==> src/rtl/serial_burst_seq.sv <==
// ---------------------------------------------------------------------------
// serial_burst_seq
//
// Multi-word burst sequencer that sits directly upstream of the 3-wire serial
// controller. The host loads words into a TX FIFO. On in_start the sequencer
// streams in_num_words of them into the controller's enable/parallel inputs,
// one word per serial word and with no gaps between words. Each word the
// controller shifts back in is captured into an RX FIFO. Every flop is clocked
// on the rising edge of serial_clk, so the host side must be synchronous to
// that clock.
//
// Build option:
//   SERIAL_BURST_RX_EN  defined   -> RX FIFO and overflow detection are built.
//                       undefined -> no RX storage. in_ser_parallel and
//                                    in_rx_rd are ignored, out_rx_empty=1,
//                                    out_rx_data=0 and out_err_overflow=0.
//
// Ports:
//   serial_clk            in   serial clock (controller's raw clock)
//   in_rst                in   asynchronous active-high reset
//   in_tx_wr / in_tx_data in   push a word into the TX FIFO (ignored if full)
//   out_tx_full           out  TX FIFO full
//   out_tx_level          out  TX FIFO occupancy (0..TX_DEPTH)
//   in_start              in   start a burst (sampled in Idle only)
//   in_num_words          in   burst length, sampled with in_start
//   out_busy              out  sequencer not in Idle
//   out_done              out  one-cycle pulse at burst end
//   out_err_underrun      out  sticky: TX FIFO ran dry during a burst
//   out_err_overflow      out  sticky: RX word dropped because RX FIFO full
//   in_rx_rd              in   pop the RX FIFO
//   out_rx_data           out  RX FIFO head (show-ahead, 0 when empty)
//   out_rx_empty          out  RX FIFO empty
//   out_ser_enable        out  -> controller in_enable
//   out_ser_parallel      out  -> controller in_parallel (registered)
//   in_ser_ready          in   <- controller out_ready
//   in_ser_next_word      in   <- controller out_next_word (last-bit period)
//   in_ser_word_finished  in   <- controller out_word_finished
//   in_ser_parallel       in   <- controller out_parallel (received word)
// ---------------------------------------------------------------------------
module serial_burst_seq #(
    parameter int BITS      = 8,
    parameter int TX_DEPTH  = 16,
    parameter int RX_DEPTH  = 16,
    parameter int MAX_WORDS = 255,
    localparam int NW       = $clog2(MAX_WORDS + 1),
    localparam int TXA      = $clog2(TX_DEPTH)
) (
    input  logic            serial_clk,
    input  logic            in_rst,
    input  logic            in_tx_wr,
    input  logic [BITS-1:0] in_tx_data,
    output logic            out_tx_full,
    output logic [TXA:0]    out_tx_level,
    input  logic            in_start,
    input  logic [NW-1:0]   in_num_words,
    output logic            out_busy,
    output logic            out_done,
    output logic            out_err_underrun,
    output logic            out_err_overflow,
    input  logic            in_rx_rd,
    output logic [BITS-1:0] out_rx_data,
    output logic            out_rx_empty,
    output logic            out_ser_enable,
    output logic [BITS-1:0] out_ser_parallel,
    input  logic            in_ser_ready,
    input  logic            in_ser_next_word,
    input  logic            in_ser_word_finished,
    input  logic [BITS-1:0] in_ser_parallel
);

    localparam logic [TXA:0]   TX_FULL_LEVEL = (TXA + 1)'(TX_DEPTH);
    localparam logic [TXA:0]   TX_LVL_ONE    = (TXA + 1)'(1);
    localparam logic [TXA-1:0] TX_PTR_ONE    = TXA'(1);
    localparam logic [NW-1:0]  NW_ONE        = NW'(1);

    typedef enum logic [1:0] {
        ST_IDLE  = 2'd0,
        ST_RUN   = 2'd1,
        ST_DRAIN = 2'd2
    } state_t;

    state_t state;
    state_t state_next;

    logic [NW-1:0] remaining;
    logic [NW-1:0] remaining_next;
    logic          enable_next;
    logic          done_next;
    logic          underrun_set;
    logic          errors_clear;
    logic          overflow_set;

    // ------------------------------------------------------------------
    // TX FIFO
    // ------------------------------------------------------------------
    logic [BITS-1:0] tx_mem [TX_DEPTH];
    logic [TXA-1:0]  tx_wr_ptr;
    logic [TXA-1:0]  tx_rd_ptr;
    logic [TXA:0]    tx_level;
    logic            tx_full;
    logic            tx_empty;
    logic            tx_push;
    logic            tx_pop;

    assign tx_full      = (tx_level == TX_FULL_LEVEL);
    assign tx_empty     = (tx_level == '0);
    assign tx_push      = in_tx_wr & ~tx_full;
    assign out_tx_full  = tx_full;
    assign out_tx_level = tx_level;

    // Storage has no reset. Only the pointers and the level define what is valid.
    always_ff @(posedge serial_clk) begin
        if (tx_push) begin
            tx_mem[tx_wr_ptr] <= in_tx_data;
        end
    end

    // Push and pop on the same edge cancel in the level.
    always_ff @(posedge serial_clk or posedge in_rst) begin
        if (in_rst) begin
            tx_wr_ptr <= '0;
            tx_rd_ptr <= '0;
            tx_level  <= '0;
        end else begin
            if (tx_push) begin
                tx_wr_ptr <= tx_wr_ptr + TX_PTR_ONE;
            end
            if (tx_pop) begin
                tx_rd_ptr <= tx_rd_ptr + TX_PTR_ONE;
            end
            if (tx_push && !tx_pop) begin
                tx_level <= tx_level + TX_LVL_ONE;
            end else if (!tx_push && tx_pop) begin
                tx_level <= tx_level - TX_LVL_ONE;
            end
        end
    end

    // ------------------------------------------------------------------
    // Sequencer FSM: state register
    // ------------------------------------------------------------------
    always_ff @(posedge serial_clk or posedge in_rst) begin
        if (in_rst) begin
            state <= ST_IDLE;
        end else begin
            state <= state_next;
        end
    end

    // ------------------------------------------------------------------
    // Sequencer FSM: next state and datapath controls.
    // The next word is handed over only on the edge where the controller
    // flags its last bit. That edge falls mid-bit, so out_ser_parallel is
    // stable before the controller's falling-edge load of the next word.
    // ------------------------------------------------------------------
    always_comb begin
        state_next     = state;
        tx_pop         = 1'b0;
        remaining_next = remaining;
        enable_next    = out_ser_enable;
        done_next      = 1'b0;
        underrun_set   = 1'b0;
        errors_clear   = 1'b0;

        unique case (state)
            ST_IDLE: begin
                if (in_start && in_ser_ready) begin
                    if (in_num_words == '0) begin
                        done_next    = 1'b1;
                        errors_clear = 1'b1;
                    end else if (tx_empty) begin
                        done_next    = 1'b1;
                        underrun_set = 1'b1;
                    end else begin
                        tx_pop         = 1'b1;
                        remaining_next = in_num_words - NW_ONE;
                        enable_next    = 1'b1;
                        errors_clear   = 1'b1;
                        state_next     = ST_RUN;
                    end
                end
            end

            ST_RUN: begin
                if (in_ser_next_word) begin
                    if (remaining != '0) begin
                        if (!tx_empty) begin
                            tx_pop         = 1'b1;
                            remaining_next = remaining - NW_ONE;
                        end else begin
                            enable_next  = 1'b0;
                            underrun_set = 1'b1;
                            state_next   = ST_DRAIN;
                        end
                    end else begin
                        enable_next = 1'b0;
                        state_next  = ST_DRAIN;
                    end
                end
            end

            // Wait for the final word to finish shifting before reporting done.
            ST_DRAIN: begin
                if (in_ser_word_finished) begin
                    done_next  = 1'b1;
                    state_next = ST_IDLE;
                end
            end

            default: begin
                state_next  = ST_IDLE;
                enable_next = 1'b0;
            end
        endcase
    end

    assign out_busy = (state != ST_IDLE);

    // ------------------------------------------------------------------
    // Registered controller drive, burst counter, done pulse, underrun flag
    // ------------------------------------------------------------------
    always_ff @(posedge serial_clk or posedge in_rst) begin
        if (in_rst) begin
            out_ser_enable   <= 1'b0;
            out_ser_parallel <= '0;
            remaining        <= '0;
            out_done         <= 1'b0;
            out_err_underrun <= 1'b0;
        end else begin
            out_ser_enable <= enable_next;
            remaining      <= remaining_next;
            out_done       <= done_next;
            if (tx_pop) begin
                out_ser_parallel <= tx_mem[tx_rd_ptr];
            end
            if (underrun_set) begin
                out_err_underrun <= 1'b1;
            end else if (errors_clear) begin
                out_err_underrun <= 1'b0;
            end
        end
    end

`ifdef SERIAL_BURST_RX_EN
    // ------------------------------------------------------------------
    // RX FIFO. A word that arrives while the FIFO is full is dropped,
    // unless a pop on the same edge frees a slot.
    // ------------------------------------------------------------------
    localparam int             RXA           = $clog2(RX_DEPTH);
    localparam logic [RXA:0]   RX_FULL_LEVEL = (RXA + 1)'(RX_DEPTH);
    localparam logic [RXA:0]   RX_LVL_ONE    = (RXA + 1)'(1);
    localparam logic [RXA-1:0] RX_PTR_ONE    = RXA'(1);

    logic [BITS-1:0] rx_mem [RX_DEPTH];
    logic [RXA-1:0]  rx_wr_ptr;
    logic [RXA-1:0]  rx_rd_ptr;
    logic [RXA:0]    rx_level;
    logic            rx_full;
    logic            rx_empty;
    logic            rx_push;
    logic            rx_pop;

    assign rx_full      = (rx_level == RX_FULL_LEVEL);
    assign rx_empty     = (rx_level == '0);
    assign rx_pop       = in_rx_rd & ~rx_empty;
    assign rx_push      = in_ser_word_finished & (~rx_full | rx_pop);
    assign overflow_set = in_ser_word_finished & rx_full & ~rx_pop;

    // The stale head is masked so an empty FIFO reads as zero.
    assign out_rx_empty = rx_empty;
    assign out_rx_data  = rx_empty ? '0 : rx_mem[rx_rd_ptr];

    always_ff @(posedge serial_clk) begin
        if (rx_push) begin
            rx_mem[rx_wr_ptr] <= in_ser_parallel;
        end
    end

    always_ff @(posedge serial_clk or posedge in_rst) begin
        if (in_rst) begin
            rx_wr_ptr <= '0;
            rx_rd_ptr <= '0;
            rx_level  <= '0;
        end else begin
            if (rx_push) begin
                rx_wr_ptr <= rx_wr_ptr + RX_PTR_ONE;
            end
            if (rx_pop) begin
                rx_rd_ptr <= rx_rd_ptr + RX_PTR_ONE;
            end
            if (rx_push && !rx_pop) begin
                rx_level <= rx_level + RX_LVL_ONE;
            end else if (!rx_push && rx_pop) begin
                rx_level <= rx_level - RX_LVL_ONE;
            end
        end
    end

    // A drop on the same edge as a burst start still gets reported.
    always_ff @(posedge serial_clk or posedge in_rst) begin
        if (in_rst) begin
            out_err_overflow <= 1'b0;
        end else if (overflow_set) begin
            out_err_overflow <= 1'b1;
        end else if (errors_clear) begin
            out_err_overflow <= 1'b0;
        end
    end
`else
    // Receive path absent: the controller's return data and the read strobe
    // are deliberately left unconsumed.
    localparam int RX_DEPTH_UNUSED = RX_DEPTH;
    logic rx_inputs_unused;

    assign rx_inputs_unused = ^{in_rx_rd, in_ser_parallel};
    assign overflow_set     = 1'b0;
    assign out_rx_empty     = 1'b1;
    assign out_rx_data      = '0;
    assign out_err_overflow = overflow_set;
`endif

endmodule

==> config.mk <==
export PLATFORM = sky130hd
export DESIGN_NAME = serial_burst_seq
export DESIGN_NICKNAME = d
export VERILOG_FILES = /design/src/rtl/serial_burst_seq.sv
export SDC_FILE = /design/constraint.sdc
export NUM_CORES = 1
export LEC_CHECK = 0
export ABC_CLOCK_PERIOD_IN_PS = 3370
export CAP_MARGIN = 20
export CORE_MARGIN = 2
export CORE_UTILIZATION = 58
export DETAILED_ROUTE_END_ITERATION = 12
export GPL_ROUTABILITY_DRIVEN = 0
export PLACE_DENSITY = 0.8
export SYNTH_ARGS = -nofsm -noshare
export SYNTH_HDL_FRONTEND = slang
export SYNTH_SLANG_ARGS = --single-unit
==> constraint.sdc <==
create_clock -name serial_clk -period 3.37 [get_ports serial_clk]
set_input_delay 0.337 -clock serial_clk [delete_from_list [all_inputs] [get_ports serial_clk]]
set_output_delay 0.337 -clock serial_clk [all_outputs]
set_load 0.02 [all_outputs]
==> run metrics <==
vias post-DR 3963; post-synthesis adder-cell area fraction 2.07%; Worst-Skew Late Latency 0.43 ns; sum of negative setup slack 0 ns; number of enable flip-flop cells after synthesis 128; LEAKAGE roughly 2.9 nW; Slew @ Worst Pin 0.911 ns; Via density a little over 6; global-route wire length before repair ~22 mm; Max FO, Critical Path 6; critical path endpoint category register; fin crit share 89.4%; PnR worst setup slack 0.359 ns; outcome finished, final reports clean; Slew HR between 30% and 40%; synth warn 0; total grt overflow 0; CP Class reg2reg; post-CTS sizing 0; CTS Buffer Depth 2; most frequent cell after synthesis edfxtp_1; Die H approximately 110 um; largest family of logic cells by synthesized area multiplexers; H-tree depth 4; Min-Delay Path Class in2async; DRT iter0 DRCs 461; post-synth cell types just under 60; post-CTS setup buffers 0; Post-Syn Instances 428; commonest cells in the netlist 128 x edfxtp_1, 34 x dfrtp_1, 32 x mux4_2; mux share of post-synthesis cell area a little under an eighth; Max Cap Violations 0; maximum VDD drop about 0.52 mV; met3 Use GR between 6 and 7%; synth top area cells edfxtp_1 55%, dfrtp_1 12%, mux4_2 10%; final WL 14.1 mm; Nets 524; DRT Pass-1 Iters 5; cell area after synthesis 7000 sq um; Place WS 0.297 ns; Final Critical Period approximately 3 ns; Final Slew Violations 0; CTS tree done; clk root buf clkbuf_16; fraction of layout cells with a size suffix above 1 19.0%; Post-CTS Hold Buffers 0; post-synthesis sequential area ratio between 60% and 70%; Hold Violations, Final 0; DRC violations left 0; wire per inst roughly 22 um; Yosys reg bits about 160; share of the synthesized area in the top cell type about 55%; clk_skew 0.0123 ns; number of clock buffers inserted by TritonCTS 17; Critical Path Start Type register; Compound-Gate Fraction of Synth Area roughly 6.9%; final-report setup violation count 0; core area approximately 12000 sq um; Synth Area in XOR/XNOR 1.38%; top_reg_cell synth edfxtp_1; Area Overhead vs Synth 15.8%; CP Data Required Time 3.69 ns; post-synthesis async set-or-reset flop share 21.0%; Pwr per Cell Area 885 nW/um^2; Critical Path AT approximately 3.3 ns; FMAX roughly 330 MHz; GRT Overall Usage 23.3%; number of antenna violations at the first check in global routing 0; Clock transition at path regs about 0.06 ns; post-DP HPWL approximately 8.7 mm; Starting Density between 50% and 60%; simple-gate portion of the synthesized area under 10%; die area between 10000 and 15000 sq um; gr busiest metal met2; Chip Width about 110 um; Yosys top cell by area edfxtp_1; total power a little over 0.007 W; number of global-route vias before repair between 4000 and 5000; met2 usage between 30% and 40%; largest net degree at the start of global routing 30; Buffers on Ports 40; met1 usage between 20% and 30%; I/O pins 60; # rows 40; # clock sinks 162; Routed Antenna Nets 0; syn avg cell area approximately 16 sq um; antenna diode instance count 0; RSZ-0062 raised after global routing false
## layer usage
layer / up-vias / wire, um
li1: 1752 / -
met1: 2014 / 5580
met2: 179 / 7270
met3: 18 / 1020
met4: 0 / 191
met5: - / 0
## flip-flops by register name (all words and copies together) (netlist names), 2 cells and up
name,count
out_tx_level,5
tx_wr_ptr,4
tx_rd_ptr,4
remaining,8
state,2
tx_mem,128
out_ser_parallel,8
## worst paths after layout
check	from	end	slack [ns]	cells past startpoint
worst max-delay path	remaining[0]	out_tx_level[4]	0.36	11
worst min-delay path	in_rst	out_tx_level[1]	0.16	2
worst max register to register	remaining[0]	out_tx_level[4]	0.36	11
worst min register to register	out_ser_parallel[4]	out_ser_parallel[4]	0.49	2
max in group asynchronous	in_rst	remaining[5]	2.64	4
min in group serial_clk	out_ser_parallel[4]	out_ser_parallel[4]	0.49	2
## critical path, stage by stage, from the launching register on
cell and delay (ns):
dfrtp_1 0.40, nor3_2 0.42, nand4b_1 0.32, a32oi_2 0.28, ha_1 0.22, inv_1 0.10
fa_1 0.42, a21o_1 0.20, a21oi_1 0.20, xnor2_1 0.14, nor2_1 0.07, xnor2_1 0.13
## through the flow
stage	area [sq um]	util (%)	cells	hold slack [ns]
2_1_floorplan	7030	-	436	0.436
3_3_place_gp	7510	63.1	608	0.466
3_5_place_dp	7510	63.1	608	0.479
4_1_cts	8070	67.8	640	0.487
5_1_grt	8100	68.0	641	0.199
6_report	8100	68.0	641	0.160
## layout by cell type, fill, tap and decap left out, drive strengths merged, types with 2 or more instances in the layout
master	instances
edfxtp	128
clkdlybuf4s50	40
dfrtp	34
mux4	32
nor2	28
nand2	25
clkbuf	18
buf	17
o21ai	17
inv	17
a21oi	10
ha	10
conb	10
xnor2	9
a221oi	9
a22o	8
nor3	8
nand2b	7
nand3	5
mux2i	5
mux2	5
clkinv	5
a21o	4
nor2b	3
nand4	3
and3	3
and2	2
o22ai	2
xor2	2
o21a	2
clkinvlp	2
nor4	2
nand4b	2
a211oi	2
a32oi	2
## cell families after synthesis
logic type / Yosys count
AOI/OAI and AO/OA: 65
xor gates and xnor gates: 11
adders and majority gates: 11
buffers and inverters: 42
DFF: 162
muxes: 42
other: 2
and+or+nand+nor: 93
## cell type report
cell class / instances / area, sq um
multi-input combinational: 232 / 2070
inverter: 11 / 41.3
sequential: 162 / 4700
clock inverter: 14 / 129
timing repair buffer: 57 / 548
tap: 147 / 184
fill: 763 / 3810
clock buffer: 18 / 429
## where the power goes
group	internal, W	switching (W)
registers	0.00253	0.000359
clock network	0.00103	0.000805
logic	0.00117	0.00128
No activity file was read; power rests on OpenSTA's default activity.
